[src/rtl/fnd_scan_decoder_pkg.sv]
// Shared constants for the FND scan decoder: active-low segment codes, BCD markers,
// FSM state encoding and small select-line helpers.
package fnd_scan_decoder_pkg;

  // Segment codes on [6:0] (gfedcba, active-low); the decimal point is handled separately.
  localparam logic [6:0] SEG_0     = 7'h40;
  localparam logic [6:0] SEG_1     = 7'h79;
  localparam logic [6:0] SEG_2     = 7'h24;
  localparam logic [6:0] SEG_3     = 7'h30;
  localparam logic [6:0] SEG_4     = 7'h19;
  localparam logic [6:0] SEG_5     = 7'h12;
  localparam logic [6:0] SEG_6     = 7'h02;
  localparam logic [6:0] SEG_7     = 7'h78;
  localparam logic [6:0] SEG_8     = 7'h00;
  localparam logic [6:0] SEG_9     = 7'h10;
  localparam logic [6:0] SEG_BLANK = 7'h7F;

  localparam logic [3:0] BCD_BLANK = 4'hF;
  localparam logic [3:0] BCD_BAD   = 4'hE;

  typedef enum logic [1:0] {
    WAIT_SEL = 2'd0,
    SETTLE   = 2'd1,
    HELD     = 2'd2
  } state_t;

  // True when exactly one of the four active-low select lines is driven low.
  function automatic logic isOneLow(input logic [3:0] sel);
    logic [3:0] act;
    act = ~sel;
    return (act != 4'h0) && ((act & (act - 4'h1)) == 4'h0);
  endfunction

  function automatic logic [1:0] lowIndex(input logic [3:0] sel);
    logic [1:0] idx;
    idx = 2'd0;
    for (int i = 0; i < 4; i++) begin
      if (!sel[i]) idx = 2'(i);
    end
    return idx;
  endfunction

endpackage

[src/rtl/fnd_scan_decoder_if.sv]
// Bundle of the sampled FND scan lines and the decoded frame outputs.
interface fnd_scan_decoder_if;
  logic [3:0]  fnd_digit;
  logic [7:0]  fnd_data;
  logic        err_clr;
  logic [15:0] bcd_frame;
  logic [3:0]  dp_frame;
  logic        frame_valid;
  logic [7:0]  frame_cnt;
  logic        seg_err;
  logic        scan_stall;

  modport master (
    output fnd_digit, fnd_data, err_clr,
    input  bcd_frame, dp_frame, frame_valid, frame_cnt, seg_err, scan_stall
  );

  modport slave (
    input  fnd_digit, fnd_data, err_clr,
    output bcd_frame, dp_frame, frame_valid, frame_cnt, seg_err, scan_stall
  );
endinterface

[src/rtl/fnd_scan_decoder_seg2bcd.sv]
// Combinational decode of one 7-segment pattern back to BCD, flagging unknown patterns.
module fnd_scan_decoder_seg2bcd
  import fnd_scan_decoder_pkg::*;
(
  input  logic [6:0] i_seg,
  output logic       o_bad,
  output logic [3:0] o_bcd
);

  always_comb begin
    o_bad = 1'b0;
    o_bcd = BCD_BAD;
    case (i_seg)
      SEG_0:     o_bcd = 4'd0;
      SEG_1:     o_bcd = 4'd1;
      SEG_2:     o_bcd = 4'd2;
      SEG_3:     o_bcd = 4'd3;
      SEG_4:     o_bcd = 4'd4;
      SEG_5:     o_bcd = 4'd5;
      SEG_6:     o_bcd = 4'd6;
      SEG_7:     o_bcd = 4'd7;
      SEG_8:     o_bcd = 4'd8;
      SEG_9:     o_bcd = 4'd9;
      SEG_BLANK: o_bcd = BCD_BLANK;
      default: begin
        o_bcd = BCD_BAD;
        o_bad = 1'b1;
      end
    endcase
  end

endmodule

[src/rtl/fnd_scan_decoder.sv]
// Receive side of the 4-digit FND scan: waits for each digit to settle, captures it,
// and publishes a frame once all four digit positions have been seen.
module fnd_scan_decoder
  import fnd_scan_decoder_pkg::*;
#(
  parameter int STABLE_CYC  = 4,
  parameter int TIMEOUT_CYC = 1_000_000
) (
  input  logic                clk,
  input  logic                reset,
  fnd_scan_decoder_if.slave   fnd
);

  localparam int STAB_W = $clog2(STABLE_CYC + 1);
  localparam int IDLE_W = $clog2(TIMEOUT_CYC + 1);

  state_t              r_state;
  state_t              w_stateNext;
  logic [STAB_W-1:0]   r_stabCnt;
  logic [STAB_W-1:0]   w_stabNext;
  logic [3:0]          r_prevDigit;
  logic [7:0]          r_prevData;
  logic [IDLE_W-1:0]   r_idleCnt;

  logic [3:0]          r_seen;
  logic [3:0]          w_seenNext;
  logic [15:0]         r_stageBcd;
  logic [3:0]          r_stageDp;

  logic [15:0]         r_bcdFrame;
  logic [3:0]          r_dpFrame;
  logic                r_frameValid;
  logic [7:0]          r_frameCnt;
  logic                r_segErr;

  logic                w_selOk;
  logic [1:0]          w_idx;
  logic                w_digitChg;
  logic                w_dataChg;
  logic                w_capture;
  logic                w_publish;
  logic                w_bad;
  logic [3:0]          w_bcd;

  fnd_scan_decoder_seg2bcd u_seg2bcd (
    .i_seg (fnd.fnd_data[6:0]),
    .o_bad (w_bad),
    .o_bcd (w_bcd)
  );

  assign w_selOk    = isOneLow(fnd.fnd_digit);
  assign w_idx      = lowIndex(fnd.fnd_digit);
  assign w_digitChg = (fnd.fnd_digit != r_prevDigit);
  assign w_dataChg  = (fnd.fnd_data != r_prevData);
  assign w_publish  = (r_seen == 4'hF);

  // The stability count includes the cycle the value first appeared, so a capture
  // happens on the STABLE_CYC-th consecutive sample of an unchanged select+data.
  always_comb begin
    w_stateNext = r_state;
    w_stabNext  = r_stabCnt;
    w_capture   = 1'b0;
    case (r_state)
      WAIT_SEL: begin
        if (w_selOk) begin
          w_stateNext = SETTLE;
          w_stabNext  = STAB_W'(1);
        end
      end
      SETTLE: begin
        if (!w_selOk) begin
          w_stateNext = WAIT_SEL;
        end else if (w_digitChg || w_dataChg) begin
          w_stabNext = STAB_W'(1);
        end else if (r_stabCnt >= STAB_W'(STABLE_CYC - 1)) begin
          w_capture   = 1'b1;
          w_stateNext = HELD;
          w_stabNext  = STAB_W'(STABLE_CYC);
        end else begin
          w_stabNext = r_stabCnt + STAB_W'(1);
        end
      end
      HELD: begin
        if (w_digitChg) begin
          if (w_selOk) begin
            w_stateNext = SETTLE;
            w_stabNext  = STAB_W'(1);
          end else begin
            w_stateNext = WAIT_SEL;
          end
        end else if (w_dataChg) begin
          w_stateNext = SETTLE;
          w_stabNext  = STAB_W'(1);
        end
      end
      default: begin
        w_stateNext = WAIT_SEL;
        w_stabNext  = STAB_W'(1);
      end
    endcase
  end

  always_ff @(posedge clk or negedge reset) begin
    if (!reset) begin
      r_state     <= WAIT_SEL;
      r_stabCnt   <= '0;
      r_prevDigit <= 4'hF;
      r_prevData  <= 8'hFF;
    end else begin
      r_state     <= w_stateNext;
      r_stabCnt   <= w_stabNext;
      r_prevDigit <= fnd.fnd_digit;
      r_prevData  <= fnd.fnd_data;
    end
  end

  // Publishing clears the mask; a capture in the same cycle starts the next frame.
  always_comb begin
    w_seenNext = w_publish ? 4'h0 : r_seen;
    if (w_capture) w_seenNext[w_idx] = 1'b1;
  end

  always_ff @(posedge clk or negedge reset) begin
    if (!reset) begin
      r_seen     <= 4'h0;
      r_stageBcd <= 16'h0000;
      r_stageDp  <= 4'h0;
    end else begin
      r_seen <= w_seenNext;
      if (w_capture) begin
        r_stageBcd[{w_idx, 2'b00} +: 4] <= w_bcd;
        r_stageDp[w_idx]                <= ~fnd.fnd_data[7];
      end
    end
  end

  always_ff @(posedge clk or negedge reset) begin
    if (!reset) begin
      r_bcdFrame   <= 16'hFFFF;
      r_dpFrame    <= 4'h0;
      r_frameValid <= 1'b0;
      r_frameCnt   <= 8'h00;
    end else begin
      r_frameValid <= w_publish;
      if (w_publish) begin
        r_bcdFrame <= r_stageBcd;
        r_dpFrame  <= r_stageDp;
        r_frameCnt <= r_frameCnt + 8'h01;
      end
    end
  end

  // A bad capture outranks a simultaneous clear so no error can slip through unseen.
  always_ff @(posedge clk or negedge reset) begin
    if (!reset) begin
      r_segErr <= 1'b0;
    end else if (w_capture && w_bad) begin
      r_segErr <= 1'b1;
    end else if (fnd.err_clr) begin
      r_segErr <= 1'b0;
    end
  end

  always_ff @(posedge clk or negedge reset) begin
    if (!reset) begin
      r_idleCnt <= '0;
    end else if (w_capture) begin
      r_idleCnt <= '0;
    end else if (r_idleCnt != IDLE_W'(TIMEOUT_CYC)) begin
      r_idleCnt <= r_idleCnt + IDLE_W'(1);
    end
  end

  assign fnd.bcd_frame   = r_bcdFrame;
  assign fnd.dp_frame    = r_dpFrame;
  assign fnd.frame_valid = r_frameValid;
  assign fnd.frame_cnt   = r_frameCnt;
  assign fnd.seg_err     = r_segErr;
  assign fnd.scan_stall  = (r_idleCnt == IDLE_W'(TIMEOUT_CYC));

endmodule

[src/flat_wrapper.sv]
// flat-port wrapper written by rule: the top's interface ports become plain ports
module fnd_scan_decoder_flat import fnd_scan_decoder_pkg::*;
#(
  parameter int STABLE_CYC  = 4,
  parameter int TIMEOUT_CYC = 1_000_000
)
  (clk, reset, fnd_fnd_digit, fnd_fnd_data, fnd_err_clr, fnd_bcd_frame, fnd_dp_frame, fnd_frame_valid, fnd_frame_cnt, fnd_seg_err, fnd_scan_stall);
  fnd_scan_decoder_if fnd_i ();
  input  logic clk;
  input  logic reset;
  input wire logic [$bits(fnd_i.fnd_digit)-1:0] fnd_fnd_digit;
  input wire logic [$bits(fnd_i.fnd_data)-1:0] fnd_fnd_data;
  input wire logic [$bits(fnd_i.err_clr)-1:0] fnd_err_clr;
  output wire logic [$bits(fnd_i.bcd_frame)-1:0] fnd_bcd_frame;
  output wire logic [$bits(fnd_i.dp_frame)-1:0] fnd_dp_frame;
  output wire logic [$bits(fnd_i.frame_valid)-1:0] fnd_frame_valid;
  output wire logic [$bits(fnd_i.frame_cnt)-1:0] fnd_frame_cnt;
  output wire logic [$bits(fnd_i.seg_err)-1:0] fnd_seg_err;
  output wire logic [$bits(fnd_i.scan_stall)-1:0] fnd_scan_stall;
  assign fnd_i.fnd_digit = fnd_fnd_digit;
  assign fnd_i.fnd_data = fnd_fnd_data;
  assign fnd_i.err_clr = fnd_err_clr;
  assign fnd_bcd_frame = fnd_i.bcd_frame;
  assign fnd_dp_frame = fnd_i.dp_frame;
  assign fnd_frame_valid = fnd_i.frame_valid;
  assign fnd_frame_cnt = fnd_i.frame_cnt;
  assign fnd_seg_err = fnd_i.seg_err;
  assign fnd_scan_stall = fnd_i.scan_stall;
  fnd_scan_decoder #(.STABLE_CYC(STABLE_CYC), .TIMEOUT_CYC(TIMEOUT_CYC)) u_core (.clk(clk), .reset(reset), .fnd(fnd_i));
endmodule
[config.mk]
export PLATFORM = sky130hd
export DESIGN_NAME = fnd_scan_decoder_flat
export DESIGN_NICKNAME = d
export VERILOG_FILES = /design/src/rtl/fnd_scan_decoder_pkg.sv /design/src/rtl/fnd_scan_decoder_if.sv /design/src/rtl/fnd_scan_decoder_seg2bcd.sv /design/src/rtl/fnd_scan_decoder.sv /design/src/flat_wrapper.sv
export SDC_FILE = /design/constraint.sdc
export NUM_CORES = 1
export LEC_CHECK = 0
export BUFFER_PORTS_ARGS = -buffer_cell sky130_fd_sc_hd__clkbuf_2
export CORE_UTILIZATION = 58
export CTS_CLUSTER_DIAMETER = 60
export DETAILED_ROUTE_END_ITERATION = 8
export PLACE_DENSITY = 0.79
export SLEW_MARGIN = 5
export SYNTH_ARGS = -nofsm -noshare
export SYNTH_HDL_FRONTEND = slang
export SYNTH_SLANG_ARGS = --single-unit
[constraint.sdc]
create_clock -name clk -period 2.9 [get_ports clk]
set_input_delay 0.58 -clock clk [delete_from_list [all_inputs] [get_ports clk]]
set_output_delay 0.58 -clock clk [all_outputs]
set_load 0.005 [all_outputs]
* Word-level counts from Yosys, hierarchy flattened *
Index checks and enable logic that the tools add are counted.

storage, ports and cells
  flip-flop bits (word level) = 91
  input bits = 15
  word-level logic and storage cells = 96

cells by class
  mux-type cells = 34
  order comparisons = 3
  shift operators = 2
  reduce and logical (&&, ||, !) cells = 13
  $add $sub $neg = 5
  equality and inequality tests = 22
  bitwise gates (word level) = 4

operators by type and width
  cell                    number
  $pmux 4 s11             1
  $mux 20                 2
  $eq 7x7->1 const B      4
  $eq 7x5->1 const B      3
  $add 20x1->20 const B   1
  $eq 20x20->1 const B    1
  $ne 20x20->1 const B    1
  $mux 3                  6
  $bwmux 16               1
  $mux 2                  8
  $shift 4x6->16 const A  1
  $shiftx 4x6->16         1
  $eq 7x6->1 const B      2
  $reduce_or 11->1        1
  $mux 1                  10
  $pmux 3 s3              1
  $add 8x1->8 const B     1
  $mux 4                  2
  $ne 8x8->1              1
  $eq 7x2->1 const B      1
  $logic_not 7->1         1
  $ne 3x3->1 const B      2
  $neg 4->6               1
  $pmux 2 s3              1
  other kinds (25)        29

* Longest topological paths before layout *
Gate-level depths: netlist of the first run.

  word-level depth = 9
  depth in mapped cells = 7

* Cells and area by module *
From an unflattened synthesis of the first run, not the netlist that was laid out.

second synthesis, totals
  cell total of the unflattened synthesis = 428
  area total of the unflattened synthesis = 4,329.2 um^2

modules (own cells, without submodules)
  module                    cells each  area an instance (um^2)  instances
  fnd_scan_decoder          391         4,082.7                  1
  fnd_scan_decoder_seg2bcd  37          246.5                    1

* Worst setup path before layout of the first run *
OpenSTA, ideal clock, no wires.

  path type = input to register
  start point = input fnd_fnd_data[2]
  end point = register u_core.r_stageBcd[12]
  data required time = 2,775 ps
  setup slack = 625 ps
  arrival = 2,150 ps
  setup time = 125 ps
  stages on the path = 6
  cells stage by stage = buf_4 xor2_1 nor4_2 nand3_2 nor4_4 mux2_2

on the way
  word-level cells in the longest chain between the ends = 5

ends and longest elaborated chain
  what                                                                     RTL line                 text
  start, declared                                                          flat_wrapper.sv:12       input wire logic [$bits(fnd_i.fnd_data)-1:0] fnd_fnd_data;
  parallel branches: the longest is 5 deep, another holds $shiftx 4x6->16  -
  end signal, assigned by index                                            fnd_scan_decoder.sv:131  r_stageBcd[{w_idx, 2'b00} +: 4] <= w_bcd;
  end, declared                                                            fnd_scan_decoder.sv:27   logic [15:0] r_stageBcd;

Several ways; the timed one is not identified.
A chain may end at the register's enable or synchronous reset.

* Worst setup path in the final report of the first run *
  start point = register u_core.r_idleCnt[7]
  end point = output fnd_scan_stall

on the way
  word-level cells in the longest chain between the ends = 1

ends and longest elaborated chain
  what                    RTL line                 text
  start, declared         fnd_scan_decoder.sv:23   logic [IDLE_W-1:0] r_idleCnt;
  start signal, assigned  fnd_scan_decoder.sv:170  r_idleCnt <= r_idleCnt + IDLE_W'(1);
  $eq 20x20->1            fnd_scan_decoder.sv:179  assign fnd.scan_stall = (r_idleCnt == IDLE_W'(TIMEOUT_CYC));
  end, declared           flat_wrapper.sv:19       output wire logic [$bits(fnd_i.scan_stall)-1:0] fnd_scan_stall;

Every way passes these cells.

==> results.json, run 1 <==
{
  "grt_pass1_vias": 2799,
  "fp.dieArea_mm2": 0.00750,
  "cts_hold_buf": 0,
  "viasPerCell": 5.39,
  "root_buffer": "clkbuf_8",
  "tightestPinTransition_ps": 602,
  "synth_area_per_cell_um2": 10.9,
  "power_switching_uw": 598,
  "tritoncts": "yes",
  "drc": 0,
  "synthCells": 380,
  "cp_cell_sequence": "or4b_2, nor4_1, clkbuf_2",
  "drive_above_1_share": 0.271,
  "reg2reg_from": "u_core.r_prevData[4]$_DFF_PN1_",
  "p_comb_frac": 0.060,
  "worstPathRequired_ps": 2320,
  "crit_buf_inv": 1,
  "nets": 446,
  "p_int_mw": 1.77,
  "p_clk_frac": 0.374,
  "wl_per_cell_um": 14.3,
  "clock_skew_ps": 16.1,
  "cts.clk_slew.worst_paths_ps": 90,
  "grt_usage": 0.231,
  "fin_area_mm2": 0.00467,
  "cp_slowest_stage_delay_ps": 730,
  "synth_nets": 400,
  "critPathMaxFanout": 3,
  "fmax_ghz": 0.393,
  "crit_path_top_delay_cell": "or4b_2",
  "die_w_um": 86.6,
  "status": "completed",
  "fin_setup_tns_ps": 0,
  "synth_area_mm2": 0.00415,
  "clock-sinks": 91,
  "nFillCells": 539,
  "overflow": 0,
  "wirelength_um": 7550,
  "power.leakage_nw": 2.26,
  "synth_edf_count": 0,
  "cts_setup_buffers": 0,
  "firstDrtPassIters": 4,
  "crit_path_start_kind": "flop",
  "grt_max_degree": 46,
  "gp_congestion": 0.808,
  "placed_area_mm2": 0.00447,
  "drv_cap": 0,
  "hpwlAfterDp_um": 5260,
  "p_seq_frac": 0.566,
  "drt_first_iter_violations": 172,
  "pin_count": 46,
  "diodes": 0,
  "synth_seq_cells": 91,
  "end_kind": "output port",
  "cp.arrival_ps": 1970,
  "antenna_found_initial": 0,
  "critPathKind": "reg2out",
  "setup_viol": 0,
  "vias": 2839,
  "hold_violations": 0,
  "post-place-cells": 511,
  "ys.warnings.count": 0,
  "hold_class": "in2async",
  "synthArstFlopShare": 1.00,
  "dieHeight_um": 86.6,
  "grt_pass1_wl_um": 13200,
  "numPortBuffers": 45,
  "cts-buffers-inserted": 9,
  "rsz0062_at_grt": "no",
  "cts_resized": 0,
  "swShare": 0.252,
  "htreeDepth": 3,
  "floorplan.initialDensity": 0.604,
  "hold_ws_ps": 195,
  "powerDensity_mw_per_mm2": 507,
  "synth_top_flop_cell": "dfrtp_1",
  "startpoint": "u_core.r_idleCnt[7]$_DFFE_PN0P_",
  "syn2layout_area_growth_pct": 12.6,
  "ys_seq_area_frac": 0.557,
  "ant_nets": 0,
  "drv_slew": 0,
  "cts_buffer_depth": 2,
  "slew_headroom": 0.598,
  "vdd_drop_max_mv": 0.239,
  "finalCritPeriodShare": 0.878,
  "timing.critical_path.max_delay_family": "simple AND/OR/NAND/NOR gates",
  "row_count": 30,
  "synth_cell_types": 49,
  "period_needed_ps": 2550,
  "core_region_area_mm2": 0.00687,
  "stdcell_count": 527,
  "clk_latency_ps": 370
}
==> registers in the layout, summed over array words and instances, names as in the netlist <==
register	count
u_core.r_idleCnt	20
u_core.fnd.bcd_frame	16
u_core.r_stageBcd	16
u_core.fnd.frame_cnt	8
u_core.r_prevData	8
u_core.fnd.dp_frame	4
u_core.r_prevDigit	4
u_core.r_seen	4
u_core.r_stageDp	4
u_core.r_stabCnt	3
u_core.r_state	2
u_core.fnd.frame_valid	1
u_core.fnd.seg_err	1
==> power by group through the flow <==
stage	clock network, mW	logic [mW]	registers, mW
after floorplan	0	0.0849	1.36
after global placement	0	0.139	1.36
after detailed placement	0	0.144	1.36
after CTS	0.899	0.144	1.34
after global routing	0.948	0.162	1.35
final	0.886	0.141	1.34
==> cells by family after synthesis <==
group / Yosys count / share of synthesized area
muxes: 22 / 0.0579
adders and majority gates: 5 / 0.0151
DFF: 91 / 0.557
buffers and inverters: 29 / 0.0322
AOI/OAI and AO/OA: 31 / 0.0515
and+or+nand+nor: 162 / 0.202
xor gates and xnor gates: 40 / 0.0844
==> final cells by class <==
type	count	area [um2]	share of cell area
Clock inverter	6	72.6	0.0155
Clock buffer	10	128	0.0273
Timing Repair Buffer	50	278	0.0594
Sequential cell	91	2310	0.495
Multi-Input combinational cell	260	1710	0.366
Tap cell	96	120	0.0257
Inverter	14	52.6	0.0112
==> per-stage QoR <==
step	utilization	power, mW	setup WS (ps)
finish	0.680	2.37	355
global route	0.680	2.46	259
CTS	0.680	2.38	334
detailed placement	0.651	1.51	380
global placement	0.651	1.50	431
floorplan	-	1.44	625
==> worst paths after layout <==
path                                                        to  slack, ps  cells after the start
max reg2reg                  u_core.r_stageBcd[12]$_DFFE_PN0P_        710                      5
min in group clk               u_core.r_prevDigit[0]$_DFF_PN1_        350                      1
min reg2reg                u_core.fnd.bcd_frame[7]$_DFFE_PN1P_        460                      2
max in group asynchronous  u_core.fnd.bcd_frame[7]$_DFFE_PN1P_       2020                      2
min                            u_core.r_idleCnt[2]$_DFFE_PN0P_        200                      1
max                                             fnd_scan_stall        350                      3
==> per-layer routing <==
layer,routed length [um],global-route usage,vias to the layer above
met5,0,0,-
met4,127,0.0909,0
met2,3480,0.348,62
met3,263,0.0457,12
met1,3670,0.332,1378
li1,-,-,1387
==> placed cells by master (no fill, tap or decap), types with 2 or more instances in the layout <==
master      n
a21oi_1     3
clkbuf_2   44
inv_6       2
nand2_1    63
nand4_1     7
and2_1      3
o21ai_0     9
mux2_2     16
nor4_1      7
clkbuf_8    9
xnor2_1    22
nor2b_1     2
and3_1      9
nand3_1    15
or3_1       2
nor4b_1     2
nor4_2      2
ha_1        5
a311oi_1    2
nor2_1     30
a21o_1      4
inv_1      14
dfstp_2    28
and4b_1     3
xor2_1     18
buf_4       5
mux2i_1     6
o2bb2ai_1   3
clkinv_4    2
dfrtp_1    63
nor4_4      2
nor3_1      6
==> cells in the mapped netlist (2+ instances only) <==
library cell,number,area share
a311oi_1,2,0.0042
clkbuf_1,7,0.0063
and2_1,3,0.0045
a21o_1,4,0.0072
buf_2,5,0.0060
a21oi_1,3,0.0036
buf_6,2,0.0054
nand3_1,15,0.018
nor4_4,2,0.010
nor3_1,7,0.0084
nor2_1,30,0.027
o21ai_0,9,0.011
or3_1,2,0.0030
nor4_2,2,0.0060
nor4b_1,2,0.0042
ha_1,5,0.015
nor4_1,7,0.011
mux2i_1,6,0.014
nor2b_1,2,0.0030
xnor2_1,22,0.046
and4b_1,3,0.0072
mux2_2,16,0.043
o2bb2ai_1,3,0.0063
and3_1,9,0.014
dfrtp_1,63,0.38
dfstp_2,28,0.18
nand2_1,63,0.057
xor2_1,18,0.038
nand4_1,7,0.011
inv_1,14,0.013
Power figures use the tool's default switching activity.
==> run 2, diff against run 1 <==
==> constraint.sdc (replaced) <==
create_clock -name clk -period 2.9 [get_ports clk]
set_input_delay 0.145 -clock clk [delete_from_list [all_inputs] [get_ports clk]]
set_output_delay 0.145 -clock clk [all_outputs]
set_load 0.005 [all_outputs]
==> run 2 against run 1 <==
Compared with the run above: maximum frequency is 11% higher; sequential cell count stayed put; routed wire length is 2.1% higher; combinational power is 9.9% higher; final cell count is 2.5% higher.
==> results.json, run 2 (synthesized netlist as in run 1, its figures left out) <==
{
  "status": "completed",
  "power_switching_uw": 623,
  "p_int_mw": 1.70,
  "mostFrequentLayoutCells": "63 x nand2_1, 63 x dfrtp_1, 44 x clkbuf_2",
  "use_met3": 0.0314,
  "stdcell_count": 540,
  "cts_setup_buffers": 0,
  "cts-buffers-inserted": 9,
  "busiest_layer": "met2",
  "drt_first_iter_violations": 255,
  "root_buffer": "clkbuf_8",
  "min_from": "u_core.fnd.bcd_frame[13]$_DFFE_PN1P_",
  "r2r_cells": 5,
  "grt_pass1_vias": 2751,
  "nets": 459,
  "p_seq_frac": 0.578,
  "critPathKind": "in2reg",
  "regMostFlops": "u_core.r_idleCnt",
  "row_count": 30,
  "dieHeight_um": 86.6,
  "worstPathRequired_ps": 3160,
  "syn2layout_area_growth_pct": 15.2,
  "antenna_found_initial": 0,
  "die_w_um": 86.6,
  "wirelength_um": 7700,
  "viasPerCell": 5.40,
  "p_clk_frac": 0.356,
  "use_met2": 0.347,
  "gp_congestion": 0.921,
  "grt_usage": 0.232,
  "reg2reg_from": "u_core.r_prevDigit[1]$_DFF_PN1_",
  "overflow": 0,
  "power.leakage_nw": 2.30,
  "grt_max_degree": 86,
  "fmax_ghz": 0.437,
  "p_total_mw": 2.33,
  "clock-sinks": 91,
  "grt_pass1_wl_um": 13200,
  "floorplan.initialDensity": 0.604,
  "hold_class": "reg2reg",
  "cts.clk_slew.worst_paths_ps": 100,
  "clock_skew_ps": 15.0,
  "cp.arrival_ps": 2550,
  "end_kind": "flop",
  "final_core_util": 0.696,
  "drv_slew": 0,
  "p_comb_frac": 0.067,
  "finalCritPeriodShare": 0.789,
  "hpwlAfterDp_um": 5260,
  "rsz0062_at_grt": "no",
  "gr-usage-met1": 0.335,
  "post-place-cells": 510,
  "hold_end": "u_core.fnd.bcd_frame[13]$_DFFE_PN1P_",
  "numPortBuffers": 45,
  "fp.dieArea_mm2": 0.00750,
  "pin_count": 46,
  "powerDensity_mw_per_mm2": 487,
  "drv_cap": 0,
  "drc": 0,
  "htreeDepth": 3,
  "critPathMaxFanout": 9,
  "crit_path_start_kind": "primary input",
  "cts_buffer_depth": 2,
  "tritoncts": "yes",
  "hold_violations": 0,
  "vias": 2917,
  "diodes": 0,
  "largest_reg_flops": 20,
  "vdd_drop_max_mv": 0.306,
  "rr_endpoint": "u_core.r_stageBcd[15]$_DFFE_PN0P_",
  "holdPathStages": 2,
  "wl_per_cell_um": 14.3,
  "swShare": 0.268,
  "ant_nets": 0,
  "slew_headroom": 0.320,
  "firstDrtPassIters": 5,
  "period_needed_ps": 2290,
  "core_region_area_mm2": 0.00687,
  "clk_latency_ps": 370,
  "r2r_setup_slack_ps": 710,
  "tightestPinTransition_ps": 1020,
  "setup_viol": 0,
  "drive_above_1_share": 0.264,
  "fin_setup_tns_ps": 0
}
run 2: area by class of cell:
type / instances / area, um2
Fill cell: 512 / 2090
Inverter: 14 / 52.6
Clock inverter: 7 / 63.8
Multi-Input combinational cell: 260 / 1710
Timing Repair Buffer: 63 / 398
Clock buffer: 9 / 124
Sequential cell: 91 / 2310
Tap cell: 96 / 120
run 2: per-layer routing:
| metal | wire length [um] | up-vias |
|---|---|---|
| li1 | - | 1412 |
| met1 | 3670 | 1412 |
| met5 | 0 | - |
| met3 | 329 | 12 |
| met4 | 156 | 0 |
| met2 | 3540 | 81 |
run 2: power by group through the flow:
stage | registers (mW) | clock network [mW] | logic (mW)
after CTS | 1.34 | 0.840 | 0.156
after global routing | 1.35 | 0.908 | 0.173
after global placement | 1.36 | 0 | 0.135
after detailed placement | 1.37 | 0 | 0.141
after floorplan | 1.36 | 0 | 0.0849
final | 1.34 | 0.828 | 0.155
run 2: timing repair:
item / CTS / global route
hold endpoints to repair: 76 / 0
gates resized for setup: 0 / 0
hold buffers: 14 / 0
run 2: worst max path at each step:
stage	cells past startpoint	end	from	slack, ps
4_1_cts	7	u_core.r_stageBcd[15]$_DFFE_PN0P_	fnd_fnd_data[4]	610
6_report	7	u_core.r_stageBcd[15]$_DFFE_PN0P_	fnd_fnd_data[4]	610
2_1_floorplan	5	u_core.r_stageBcd[12]$_DFFE_PN0P_	u_core.r_prevDigit[1]$_DFF_PN1_	870
3_3_place_gp	5	u_core.r_stageBcd[12]$_DFFE_PN0P_	u_core.r_prevDigit[1]$_DFF_PN1_	740
5_1_grt	7	u_core.r_stageBcd[4]$_DFFE_PN0P_	fnd_fnd_data[4]	510
3_5_place_dp	5	u_core.r_stageBcd[15]$_DFFE_PN0P_	u_core.r_prevData[4]$_DFF_PN1_	700
run 2: worst max-delay path: stages:
cell and delay (ps):
dlygate4sd3_1 540, clkbuf_2 200, xor2_1 190, nor4_2 360, nand3_2 220, nor4_4 500
mux2_2 390
run 2: stage by stage:
step	hold slack, ps	setup WS [ps]	area, um2
after global placement	304	744	4450
after detailed placement	310	704	4450
after floorplan	-151	869	4150
after global routing	473	513	4780
after CTS	464	615	4780
final	461	611	4780
==> run 3, diff against run 2 <==
--- a/config.mk
+++ b/config.mk
@@ -5,11 +5,12 @@
 export SDC_FILE = /design/constraint.sdc
 export NUM_CORES = 1
 export LEC_CHECK = 0
+export ABC_AREA = 1
 export BUFFER_PORTS_ARGS = -buffer_cell sky130_fd_sc_hd__clkbuf_2
-export CORE_UTILIZATION = 58
+export CORE_UTILIZATION = 53
 export CTS_CLUSTER_DIAMETER = 60
 export DETAILED_ROUTE_END_ITERATION = 8
-export PLACE_DENSITY = 0.79
+export PLACE_DENSITY = 0.76
 export SLEW_MARGIN = 5
 export SYNTH_ARGS = -nofsm -noshare
 export SYNTH_HDL_FRONTEND = slang
==> constraint.sdc (replaced) <==
create_clock -name clk -period 2.1 [get_ports clk]
set_input_delay 0.105 -clock clk [delete_from_list [all_inputs] [get_ports clk]]
set_output_delay 0.105 -clock clk [all_outputs]
set_load 0.005 [all_outputs]
==> run 3 against run 2 <==
Compared with the run above: combinational power grew 110%; clock-buffer cell count grew 1; final cell count grew 43%; clock power grew 40%; design area grew 10%; sequential power grew 36%; die area grew 20%; critical path depth grew 4; worst setup slack lost 360 ps; synthesized cell count grew 57%; clock skew grew 2.7 ps; synthesized area grew 9.9%.
==> results.json, run 3 <==
{
  "synth_top_area_frac": 0.345,
  "core_region_area_mm2": 0.00826,
  "fmax_ghz": 0.541,
  "cts_buffer_depth": 2,
  "cts-buffers-inserted": 9,
  "drv_slew": 0,
  "diodes": 0,
  "numPortBuffers": 45,
  "clock-sinks": 91,
  "drive_above_1_share": 0.157,
  "cp_slowest_stage_delay_ps": 530,
  "cts.clk_slew.worst_paths_ps": 100,
  "layout_commonest_cell": "nand2_1",
  "clk_latency_ps": 370,
  "antenna_found_initial": 0,
  "end_kind": "flop",
  "regMostFlops": "u_core.r_idleCnt",
  "setup_viol": 0,
  "slew_headroom": 0.667,
  "htreeDepth": 3,
  "rsz0062_at_grt": "no",
  "synth.top_cells.by_count": "200 x nand2_1, 109 x inv_1, 63 x dfrtp_1",
  "synth_seq_cells": 91,
  "status": "completed",
  "syn2layout_area_growth_pct": 15.5,
  "yosys.area.top_type": "dfrtp_1",
  "vdd_drop_max_mv": 0.378,
  "overflow": 0,
  "cp.arrival_ps": 2110,
  "use_met2": 0.366,
  "cts_hold_buf": 14,
  "hold_violations": 0,
  "cp_cell_sequence": "inv_1, nand2_1, nand2_1, nor2_1, nand2_1, nor2_2, nand4_4, nor2_2, nand2_1, nand2_1, inv_1",
  "synthArstFlopShare": 1.00,
  "finalCritPeriodShare": 0.881,
  "power.leakage_nw": 2.96,
  "powerDensity_mw_per_mm2": 626,
  "vias": 3861,
  "gr-usage-met1": 0.316,
  "clock_skew_ps": 17.7,
  "hpwlAfterDp_um": 6860,
  "mostFrequentLayoutCells": "200 x nand2_1, 109 x inv_1, 63 x dfrtp_1",
  "post-place-cells": 744,
  "drv_cap": 0,
  "ant_nets": 0,
  "drt_first_iter_violations": 159,
  "synth_cell_types": 28,
  "ys.warnings.count": 0,
  "busiest_layer": "met2",
  "cts_resized": 0,
  "synth_nets": 617,
  "viasPerCell": 4.99,
  "dieHeight_um": 94.8,
  "synth_area_per_cell_um2": 7.64,
  "synth_top_flop_cell": "dfrtp_1",
  "gp_congestion": 0.954,
  "row_count": 33,
  "fin_setup_tns_ps": 0,
  "worstPathRequired_ps": 2360,
  "hold_class": "in2async",
  "firstDrtPassIters": 5,
  "drc": 0,
  "pin_count": 46,
  "synth.area.top_cells": "dfrtp_1 35%, nand2_1 16%, dfstp_2 16%",
  "grt_pass1_vias": 3521,
  "wirelength_um": 9280,
  "root_buffer": "clkbuf_8",
  "cp_common_cell": "nand2_1",
  "cts_setup_buffers": 0,
  "nets": 684,
  "floorplan.initialDensity": 0.553,
  "tritoncts": "yes",
  "synth_area_mm2": 0.00456,
  "critPathKind": "reg2reg",
  "critPathMaxFanout": 6,
  "synth_edf_count": 0,
  "grt_pass1_wl_um": 15900,
  "stdcell_count": 774,
  "synthCells": 597,
  "wl_per_cell_um": 12.0,
  "synth.most_common_cell": "nand2_1",
  "largest_reg_flops": 20,
  "grt_max_degree": 47,
  "use_met3": 0.0411,
  "crit_path_top_delay_cell": "dfstp_2",
  "fp.dieArea_mm2": 0.00899,
  "period_needed_ps": 1850,
  "ys_seq_area_frac": 0.507,
  "crit_path_start_kind": "flop",
  "grt_usage": 0.229,
  "tightestPinTransition_ps": 496,
  "die_w_um": 94.8
}
-- run 3: per-stage QoR --
step	power [mW]	hold slack [ps]	area, um2	setup WS [ps]	utilization
2_1_floorplan	2.04	-191	4560	396	-
3_3_place_gp	2.14	106	4940	296	0.598
3_5_place_dp	2.15	106	4940	272	0.598
4_1_cts	3.32	254	5270	250	0.638
5_1_grt	3.46	277	5270	7.55	0.638
6_report	3.30	248	5270	250	0.638
-- run 3: kinds of logic after synthesis --
group	Yosys count	synth area share
compound gates	58	0.0666
flops	91	0.507
buf+inv	119	0.0987
fa+ha+maj	5	0.0137
xor+xnor	13	0.0250
simple gates	311	0.289
-- run 3: metal layers --
layer,up-vias,wire (um)
li1,1981,-
met1,1793,4580
met2,79,4190
met3,8,392
met4,0,112
met5,-,0
-- run 3: path summary, 6_finish.rpt --
| kind | startpoint | to | slack [ps] | cells after the start |
|---|---|---|---|---|
| worst max register to register | u_core.r_prevDigit[1]$_DFF_PN1_ | u_core.r_stageBcd[3]$_DFFE_PN0P_ | 250 | 11 |
| worst min register to register | u_core.fnd.frame_cnt[7]$_DFFE_PN0P_ | u_core.fnd.frame_cnt[7]$_DFFE_PN0P_ | 480 | 1 |
| worst max-delay path | u_core.r_prevDigit[1]$_DFF_PN1_ | u_core.r_stageBcd[3]$_DFFE_PN0P_ | 250 | 11 |
| max in group asynchronous | reset | u_core.r_prevDigit[1]$_DFF_PN1_ | 1170 | 3 |
| min in group clk | fnd_fnd_digit[0] | u_core.r_prevDigit[0]$_DFF_PN1_ | 420 | 2 |
| worst min-delay path | reset | u_core.fnd.seg_err$_DFFE_PN0P_ | 250 | 2 |
-- run 3: worst max-delay path, delay by kind of cell (launching register included) --
kind / cells / cell delay (ps)
buffers and inverters: 2 / 70
flip-flops: 1 / 530
AND/OR/NAND/NOR: 9 / 1150
-- run 3: final cells by class --
class,count,area [um2]
multi-input combinational,387,1800
tap,105,131
timing repair buffer,65,425
sequential,91,2310
clock inverter,6,52.6
inverter,110,413
clock buffer,10,138
fill,719,2990
-- run 3: report_power, final --
group,internal [mW],leakage (nW),switching (mW)
clock network,0.486,0.0987,0.672
registers,1.79,1.03,0.0236
logic,0.110,1.84,0.212
total,2.39,2.96,0.907
